--- config.mk ---
export PLATFORM = sky130hd
export DESIGN_NAME = fetch_unit
export DESIGN_NICKNAME = d
export VERILOG_FILES = /design/src/rtl/cpu_pkg.sv /design/src/rtl/op_len_decode.sv /design/src/rtl/fetch_unit.sv
export SDC_FILE = /design/constraint.sdc
export NUM_CORES = 1
export LEC_CHECK = 0
export ABC_CLOCK_PERIOD_IN_PS = 2500
export CAP_MARGIN = 20
export CORE_ASPECT_RATIO = 1.75
export CORE_MARGIN = 2
export CORE_UTILIZATION = 47
export DETAILED_ROUTE_END_ITERATION = 8
export PLACE_DENSITY_LB_ADDON = 0.1
export SYNTH_ARGS = -nofsm -noshare
export SYNTH_HDL_FRONTEND = slang
export SYNTH_SLANG_ARGS = --single-unit
--- constraint.sdc ---
create_clock -name clk -period 2.5 [get_ports clk]
set_input_delay 0.75 -clock clk [delete_from_list [all_inputs] [get_ports clk]]
set_output_delay 0.75 -clock clk [all_outputs]
set_load 0.02 [all_outputs]
--- src/rtl/cpu_pkg.sv ---
// Shared CPU definitions: opcode constants and the fetch state encoding.
package cpu_pkg;

  // Two-byte immediate forms
  localparam logic [7:0] OP_MOVI_LO = 8'hB8;
  localparam logic [7:0] OP_MOVI_HI = 8'hBF;
  localparam logic [7:0] OP_ADDI_LO = 8'h80;
  localparam logic [7:0] OP_ADDI_HI = 8'h87;

  // Three-byte control transfers (opcode + 16-bit target)
  localparam logic [7:0] OP_JMP_LO  = 8'hE0;
  localparam logic [7:0] OP_JMP_HI  = 8'hEF;
  localparam logic [7:0] OP_CALL    = 8'hF9;

  // Single-byte opcodes with special meaning elsewhere in the core
  localparam logic [7:0] OP_RET     = 8'hFB;
  localparam logic [7:0] OP_NOP     = 8'hFC;
  localparam logic [7:0] OP_HALT    = 8'hFF;

  typedef enum logic [2:0] {
    ST_OPC  = 3'd0,
    ST_B1   = 3'd1,
    ST_B2   = 3'd2,
    ST_HOLD = 3'd3,
    ST_HALT = 3'd4
  } fetch_state_e;

endpackage

--- src/rtl/op_len_decode.sv ---
// Instruction length decoder: opcode byte in, byte count (1..3) out.
// Purely combinational so the execute stage can reuse it.
module op_len_decode (
  input  logic [7:0] opcode,
  output logic [1:0] len
);
  import cpu_pkg::*;

  // Classify the opcode into its instruction length
  always_comb begin
    len = 2'd1;
    if ((opcode >= OP_MOVI_LO) && (opcode <= OP_MOVI_HI)) begin
      len = 2'd2;
    end else if ((opcode >= OP_ADDI_LO) && (opcode <= OP_ADDI_HI)) begin
      len = 2'd2;
    end else if (((opcode >= OP_JMP_LO) && (opcode <= OP_JMP_HI)) || (opcode == OP_CALL)) begin
      len = 2'd3;
    end else if ((opcode == OP_RET) || (opcode == OP_NOP) || (opcode == OP_HALT)) begin
      len = 2'd1;
    end else begin
      len = 2'd1;
    end
  end

endmodule

--- src/rtl/fetch_unit.sv ---
// Byte-serial instruction fetch: reads opcode and operand bytes from a
// shared memory port, presents the assembled instruction with a
// valid/ready handshake, stops on HALT and restarts on redirect.
module fetch_unit (
  input  logic        clk,
  input  logic        rst,
  output logic [15:0] mem_addr,
  input  logic [7:0]  mem_dout,
  input  logic        mem_busy,
  output logic        instr_valid,
  input  logic        instr_ready,
  output logic [7:0]  instr_opcode,
  output logic [7:0]  instr_op1,
  output logic [7:0]  instr_op2,
  output logic [1:0]  instr_len,
  output logic [15:0] instr_pc,
  input  logic        redirect,
  input  logic [15:0] redirect_pc,
  output logic        halted
);
  import cpu_pkg::*;

  fetch_state_e state_r, state_nxt_s;
  logic [15:0]  pc_r, pc_nxt_s;
  logic [7:0]   opc_r, opc_nxt_s;
  logic [7:0]   op1_r, op1_nxt_s;
  logic [7:0]   op2_r, op2_nxt_s;
  logic [1:0]   len_r, len_nxt_s;
  logic [15:0]  ipc_r, ipc_nxt_s;
  logic         valid_r, valid_nxt_s;
  logic         halted_r, halted_nxt_s;
  logic [1:0]   dec_len_s;

  // Only the OPC state consumes the decoded length, and there the
  // opcode is the byte currently on the memory bus.
  op_len_decode u_len (
    .opcode (mem_dout),
    .len    (dec_len_s)
  );

  // State register and captured instruction fields
  always_ff @(posedge clk or posedge rst) begin
    if (rst) begin
      state_r  <= ST_OPC;
      pc_r     <= 16'h0000;
      opc_r    <= 8'h00;
      op1_r    <= 8'h00;
      op2_r    <= 8'h00;
      len_r    <= 2'd1;
      ipc_r    <= 16'h0000;
      valid_r  <= 1'b0;
      halted_r <= 1'b0;
    end else begin
      state_r  <= state_nxt_s;
      pc_r     <= pc_nxt_s;
      opc_r    <= opc_nxt_s;
      op1_r    <= op1_nxt_s;
      op2_r    <= op2_nxt_s;
      len_r    <= len_nxt_s;
      ipc_r    <= ipc_nxt_s;
      valid_r  <= valid_nxt_s;
      halted_r <= halted_nxt_s;
    end
  end

  // Next-state, byte capture and pc advance; redirect overrides all
  always_comb begin
    state_nxt_s = state_r;
    pc_nxt_s    = pc_r;
    opc_nxt_s   = opc_r;
    op1_nxt_s   = op1_r;
    op2_nxt_s   = op2_r;
    len_nxt_s   = len_r;
    ipc_nxt_s   = ipc_r;
    if (redirect) begin
      state_nxt_s = ST_OPC;
      pc_nxt_s    = redirect_pc;
      opc_nxt_s   = 8'h00;
      op1_nxt_s   = 8'h00;
      op2_nxt_s   = 8'h00;
      len_nxt_s   = 2'd1;
      ipc_nxt_s   = redirect_pc;
    end else begin
      case (state_r)
        ST_OPC: begin
          if (!mem_busy) begin
            opc_nxt_s   = mem_dout;
            op1_nxt_s   = 8'h00;
            op2_nxt_s   = 8'h00;
            len_nxt_s   = dec_len_s;
            ipc_nxt_s   = pc_r;
            pc_nxt_s    = pc_r + 16'd1;
            state_nxt_s = (dec_len_s == 2'd1) ? ST_HOLD : ST_B1;
          end else begin
            state_nxt_s = ST_OPC;
          end
        end
        ST_B1: begin
          if (!mem_busy) begin
            op1_nxt_s   = mem_dout;
            pc_nxt_s    = pc_r + 16'd1;
            state_nxt_s = (len_r == 2'd3) ? ST_B2 : ST_HOLD;
          end else begin
            state_nxt_s = ST_B1;
          end
        end
        ST_B2: begin
          if (!mem_busy) begin
            op2_nxt_s   = mem_dout;
            pc_nxt_s    = pc_r + 16'd1;
            state_nxt_s = ST_HOLD;
          end else begin
            state_nxt_s = ST_B2;
          end
        end
        ST_HOLD: begin
          if (instr_ready) begin
            state_nxt_s = (opc_r == OP_HALT) ? ST_HALT : ST_OPC;
          end else begin
            state_nxt_s = ST_HOLD;
          end
        end
        ST_HALT: begin
          state_nxt_s = ST_HALT;
        end
        default: begin
          state_nxt_s = ST_OPC;
        end
      endcase
    end
    valid_nxt_s  = (state_nxt_s == ST_HOLD);
    halted_nxt_s = (state_nxt_s == ST_HALT);
  end

  assign mem_addr     = pc_r;
  assign instr_valid  = valid_r;
  assign instr_opcode = opc_r;
  assign instr_op1    = op1_r;
  assign instr_op2    = op2_r;
  assign instr_len    = len_r;
  assign instr_pc     = ipc_r;
  assign halted       = halted_r;

endmodule

==> results.sh, run 1 <==
export IMPL_synth_area_leaders="dfrtp_1, nand2_1, a22o_1"
export IMPL_setup_slack_ns=0.241
export IMPL_cts_sinks=63
export IMPL_drtIter0Drc=140
export IMPL_slowest_stage="clkdlybuf4s50_1"
export IMPL_drt_pass1_iterations=4
export IMPL_finalSetupTns_ns=0
export IMPL_yosysTopAreaCell="dfrtp_1"
export IMPL_internal_power_mw=1.84
export IMPL_p_seq_frac=0.456
export IMPL_portBuffers=88
export IMPL_yosys_area_top_type_share=0.526
export IMPL_rsz0062_at_grt="false"
export IMPL_cts_buffers=9
export IMPL_path_clk_slew_ns=0.07
export IMPL_place_gp_congestion=0.808
export IMPL_detail_route_antenna_nets=0
export IMPL_worst_pin_slew_ns=0.707
export IMPL_slew_headroom=0.525
export IMPL_worstPathArrival_ns=1.51
export IMPL_grt_pass1_wl_um=12100
export IMPL_crit_chain="clkdlybuf4s50_1"
export IMPL_vias_per_cell=5.51
export IMPL_fp_coreArea_sq_um=6130
export IMPL_syn_to_final_growth_pct=40.6
export IMPL_tritoncts="done"
export IMPL_hold_buffers=0
export IMPL_max_freq_mhz=443
export IMPL_final_nets=422
export IMPL_io_pins=89
export IMPL_clkPwrFrac=0.290
export IMPL_crit_fanout=3
export IMPL_drive_above_1_share=0.106
export IMPL_postCtsResizedCells=0
export IMPL_setup_viol_count_final=0
export IMPL_status="completed"
export IMPL_hold_violations=0
export IMPL_wl_per_cell_um=16.1
export IMPL_synth_nets=324
export IMPL_ir_drop_uv=373
export IMPL_cp_start_kind="register"
export IMPL_die_x_um=63.9
export IMPL_synth_cell_types=47
export IMPL_r2r_start="state_r[1]"
export IMPL_finalCriticalPeriod_ns=2.26
export IMPL_worstHoldStart="instr_op1[2]"
export IMPL_drv_slew=0
export IMPL_cp_required_ns=1.75
export IMPL_clk_latency_ns=0.34
export IMPL_syn_inst=294
export IMPL_max_stage_delay_ns=0.62
export IMPL_dr_total_vias=2628
export IMPL_netlist_area_sq_um=2950
export IMPL_antenna_found_initial=0
export IMPL_first_global_vias=2583
export IMPL_cts_max_level=3
export IMPL_ys_warn_count=0
export IMPL_p_switching_uw=832
export IMPL_clockBufferDepth=2
export IMPL_p_sw_frac=0.311
export IMPL_pwr_share_comb=0.254
export IMPL_fill_cells=508
export IMPL_die_area_sq_um=6950
export IMPL_n_antenna_cell=0
export IMPL_dp_slack_ns=0.110
export IMPL_start_util=0.481
export IMPL_dp_hpwl_um=5710
export IMPL_worstHoldPathType="register to register"
export IMPL_critPathKind="register to output pin"
export IMPL_critical_path_top_delay_family="buffers and inverters"
export IMPL_die_h_um=109
export IMPL_async_reset_ff_frac=1.00
export IMPL_crit_path_start="instr_len[0]"
export IMPL_p_leak_nw=1.75
export IMPL_grt_use_total=0.233
export IMPL_power_density_nw_per_um2=644
export IMPL_gr_total_overflow=0
export IMPL_yosysSeqAreaShare=0.535
export IMPL_fp_row_count=38
export IMPL_final_area_sq_um=4150
export IMPL_synth_edf_count=0
export IMPL_drc=0
export IMPL_synth_avg_cell_area_sq_um=10.0
export IMPL_fin_crit_sh=0.904
export IMPL_drt_wl_total_um=7660
export IMPL_timing_critical_path_buf_inv=1
export IMPL_post_cts_setup_buffers=0
export IMPL_grt_max_degree=35
export IMPL_cts_root_buf="clkbuf_8"
export IMPL_dominantRegCellSynth="dfrtp_1"
export IMPL_synth_seq_cells=63
export IMPL_skew_ns=0.00750
export IMPL_dpl_cell_area_sq_um=3980
export IMPL_endpoint_kind="output pin"
export IMPL_cap_violations=0
[placed cells by master (no fill, tap or decap), drive strengths merged, types with 3 or more instances in the layout]
cell,n
buf,16
nand2,55
o31a,3
inv,4
clkdlybuf4s50,88
nor3,10
nand4,8
xnor2,3
dfrtp,62
o21ai,3
a211oi,3
mux2i,3
and3,4
a21oi,19
nand2b,3
and4,3
a31oi,15
nand3,7
nor4,9
clkinv,4
nor2,22
a22o,16
clkbuf,12
xor2,5
[synthesized netlist by cell type (all sizes together) (2+ instances only)]
library cell  number
nor4               9
a211oi             3
nor2              22
clkbuf             9
o31a               3
buf                8
xnor2              3
dfrtp             62
nand2             55
xor2               5
nand3              7
inv                4
o31ai              2
a21oi             19
nor3              10
a21boi             2
and4               3
a31oi             15
nand2b             3
o21ai              3
nand4              8
mux2i              3
and3               4
a22o              16
nor2b              2
[path summary, 6_finish.rpt]
path	end	slack, ns	cells after the start
min in group asynchronous	instr_len[1]	0.80	3
worst min register to register	instr_op1[2]	0.50	1
worst max-delay path	instr_len[0]	0.24	1
worst min-delay path	instr_op1[2]	0.50	1
max in group asynchronous	instr_pc[6]	1.38	3
worst max register to register	mem_addr[13]	0.69	4
[layer usage]
| layer | part of all wire | track usage | routed length, um |
|---|---|---|---|
| met5 | 0 | 0 | 0 |
| met4 | 0.022 | 0.101 | 170 |
| met3 | 0.050 | 0.0568 | 380 |
| met2 | 0.56 | 0.438 | 4250 |
| met1 | 0.37 | 0.241 | 2860 |
[metrics by stage]
stage	power (mW)	cells	utilization	hold slack, ns
detailed placement	1.92	461	0.648	0.483
CTS	2.70	477	0.677	0.508
floorplan	1.59	294	-	0.523
global route	2.82	477	0.677	0.527
finish	2.67	477	0.677	0.505
global placement	1.91	461	0.648	0.484
[logic make-up (layout without fill, tap and decap cells)]
logic type,after synthesis,count (layout),synth area share
AO/OA/AOI/OAI,69,69,0.167
XOR/XNOR,8,8,0.0237
adder cells (fa/ha/maj),1,1,0.00424
buffers and inverters,21,124,0.0356
flip-flops,63,63,0.535
multiplexers,3,3,0.0102
AND/OR/NAND/NOR,129,129,0.224
[area by class of cell]
class	instances	area [sq um]	area share
clock buffers	12	155	0.0374
clock inverters	4	20.0	0.00482
inverters	4	15.0	0.00362
multi-input cells	210	1270	0.306
flip-flops and latches	63	1580	0.380
well taps	80	100	0.0241
repair buffers	104	1010	0.244
[power by group through the flow]
stage	combinational (mW)	sequential, mW	clock, mW
2_1_floorplan	0.278	1.31	0
3_3_place_gp	0.676	1.23	0
3_5_place_dp	0.683	1.24	0
4_1_cts	0.687	1.22	0.795
5_1_grt	0.737	1.23	0.847
6_report	0.679	1.22	0.776
[sequential cells by signal, indices dropped and copies added (netlist names)]
name and flops:
instr_len 2, instr_opcode 8, mem_addr 16, halted 1
instr_op2 8, instr_valid 1, instr_pc 16, state_r 3
instr_op1 8
Power figures use the tool's default switching activity.
==> inputs of run 2 (changes only) <==
--- a/config.mk
+++ b/config.mk
@@ -11,7 +11,7 @@
 export CORE_MARGIN = 2
 export CORE_UTILIZATION = 47
 export DETAILED_ROUTE_END_ITERATION = 8
-export PLACE_DENSITY_LB_ADDON = 0.1
+export PLACE_DENSITY = 0.8
 export SYNTH_ARGS = -nofsm -noshare
 export SYNTH_HDL_FRONTEND = slang
 export SYNTH_SLANG_ARGS = --single-unit
==> results.sh, run 2 (same netlist as run 1, synthesis figures left out) <==
export IMPL_wl_per_cell_um=16.6
export IMPL_place_gp_congestion=0.813
export IMPL_drv_slew=0
export IMPL_hold_violations=0
export IMPL_total_power_mw=2.90
export IMPL_final_util=0.685
export IMPL_tritoncts="done"
export IMPL_p_leak_nw=1.77
export IMPL_clockBufferDepth=2
export IMPL_critPathKind="register to output pin"
export IMPL_max_stage_delay_ns=0.66
export IMPL_fp_coreArea_sq_um=6130
export IMPL_multi_input_area_sq_um=1270
export IMPL_drc=0
export IMPL_dp_cells=461
export IMPL_final_common_cell="clkdlybuf4s50_1"
export IMPL_critical_path_top_delay_family="buffers and inverters"
export IMPL_crit_chain="clkdlybuf4s50_1"
export IMPL_path_clk_slew_ns=0.07
export IMPL_finalCriticalPeriod_ns=2.26
export IMPL_portBuffers=88
export IMPL_die_h_um=109
export IMPL_pwr_share_comb=0.237
export IMPL_p_switching_uw=845
export IMPL_cp_start_kind="register"
export IMPL_cts_max_level=3
export IMPL_dp_hpwl_um=5910
export IMPL_dp_slack_ns=0.117
export IMPL_drtIter0Drc=159
export IMPL_dpl_cell_area_sq_um=3980
export IMPL_cts_buffers=9
export IMPL_start_util=0.481
export IMPL_post_cts_setup_buffers=0
export IMPL_gr_total_overflow=0
export IMPL_worstHoldPathType="register to register"
export IMPL_ir_drop_uv=558
export IMPL_timing_critical_path_buf_inv=1
export IMPL_drt_pass1_iterations=5
export IMPL_slowest_stage="clkdlybuf4s50_1"
export IMPL_max_freq_mhz=442
export IMPL_detail_route_antenna_nets=0
export IMPL_r2r_setup_slack_ns=0.67
export IMPL_vias_per_cell=5.59
export IMPL_rsz0062_at_grt="false"
export IMPL_cp_required_ns=1.75
export IMPL_power_density_nw_per_um2=690
export IMPL_reg2reg_to="mem_addr[13]"
export IMPL_n_antenna_cell=0
export IMPL_io_pins=89
export IMPL_r2r_start="state_r[2]"
export IMPL_grt_use_total=0.240
export IMPL_hold_buffers=0
export IMPL_mostFrequentLayoutCells="clkdlybuf4s50_1, dfrtp_1, nand2_1"
export IMPL_drt_wl_total_um=7910
export IMPL_grt_pass1_wl_um=12700
export IMPL_setup_slack_ns=0.238
export IMPL_final_nets=422
export IMPL_setup_viol_count_final=0
export IMPL_seq_area_sq_um=1580
export IMPL_clkPwrFrac=0.342
export IMPL_cap_violations=0
export IMPL_syn_to_final_growth_pct=42.3
export IMPL_final_area_sq_um=4200
export IMPL_drive_above_1_share=0.103
export IMPL_worst_pin_slew_ns=0.742
export IMPL_fin_cells=477
export IMPL_skew_ns=0.00381
export IMPL_endpoint_kind="output pin"
export IMPL_grt_max_degree=39
export IMPL_dr_total_vias=2665
export IMPL_die_x_um=63.9
export IMPL_crit_fanout=8
export IMPL_cts_root_buf="clkbuf_8"
export IMPL_first_global_vias=2697
export IMPL_p_seq_frac=0.422
export IMPL_fp_row_count=38
export IMPL_p_sw_frac=0.292
export IMPL_fill_cells=473
export IMPL_postCtsResizedCells=0
export IMPL_finalSetupTns_ns=0
export IMPL_clk_latency_ns=0.34
export IMPL_slew_headroom=0.501
export IMPL_status="completed"
export IMPL_antenna_found_initial=0
export IMPL_fin_hold_ws_ns=0.505
export IMPL_worstPathArrival_ns=1.51
export IMPL_worstHoldEndpoint="instr_op2[3]"
export IMPL_reg2reg_depth=4
export IMPL_die_area_sq_um=6950
export IMPL_worstHoldStart="instr_op2[3]"
export IMPL_hold_depth=1
export IMPL_fin_crit_sh=0.905
export IMPL_cts_sinks=63
export IMPL_internal_power_mw=2.05
run 2: area by class of cell:
class | instances | share of cell area
Clock buffer | 13 | 0.0378
Clock inverter | 3 | 0.0155
Inverter | 4 | 0.00358
Multi-Input combinational cell | 210 | 0.302
Sequential cell | 63 | 0.376
Tap cell | 80 | 0.0238
Timing Repair Buffer | 104 | 0.241
run 2: power groups by stage:
stage,clock [mW],combinational [mW],sequential (mW)
global placement,0,0.675,1.23
CTS,1.00,0.691,1.22
global route,1.06,0.737,1.23
detailed placement,0,0.688,1.24
finish,0.989,0.685,1.22
floorplan,0,0.278,1.31
run 2: routing by layer:
layer / share of wire / up-vias / global-route usage
met2: 0.56 / 120 / 0.458
met3: 0.062 / 10 / 0.0650
li1: - / 1256 / -
met1: 0.36 / 1279 / 0.244
met5: 0 / - / 0
met4: 0.014 / 0 / 0.0901
run 2: how the worst max path moves through the flow:
stage,start,to,depth (start not counted)
after floorplan,rst,halted,1
after global placement,mem_busy,mem_addr[15],5
after detailed placement,mem_busy,mem_addr[15],5
after CTS,mem_addr[0],mem_addr[0],1
after global routing,mem_addr[0],mem_addr[0],1
final,mem_addr[11],mem_addr[11],1
==> inputs of run 3 (changes only) <==
--- a/config.mk
+++ b/config.mk
@@ -10,6 +10,7 @@
 export CORE_ASPECT_RATIO = 1.75
 export CORE_MARGIN = 2
 export CORE_UTILIZATION = 47
+export CTS_CLUSTER_SIZE = 12
 export DETAILED_ROUTE_END_ITERATION = 8
 export PLACE_DENSITY = 0.8
 export SYNTH_ARGS = -nofsm -noshare
==> results of run 3 <==
The final DEF is identical to that of run 2; final timing and power are the same.
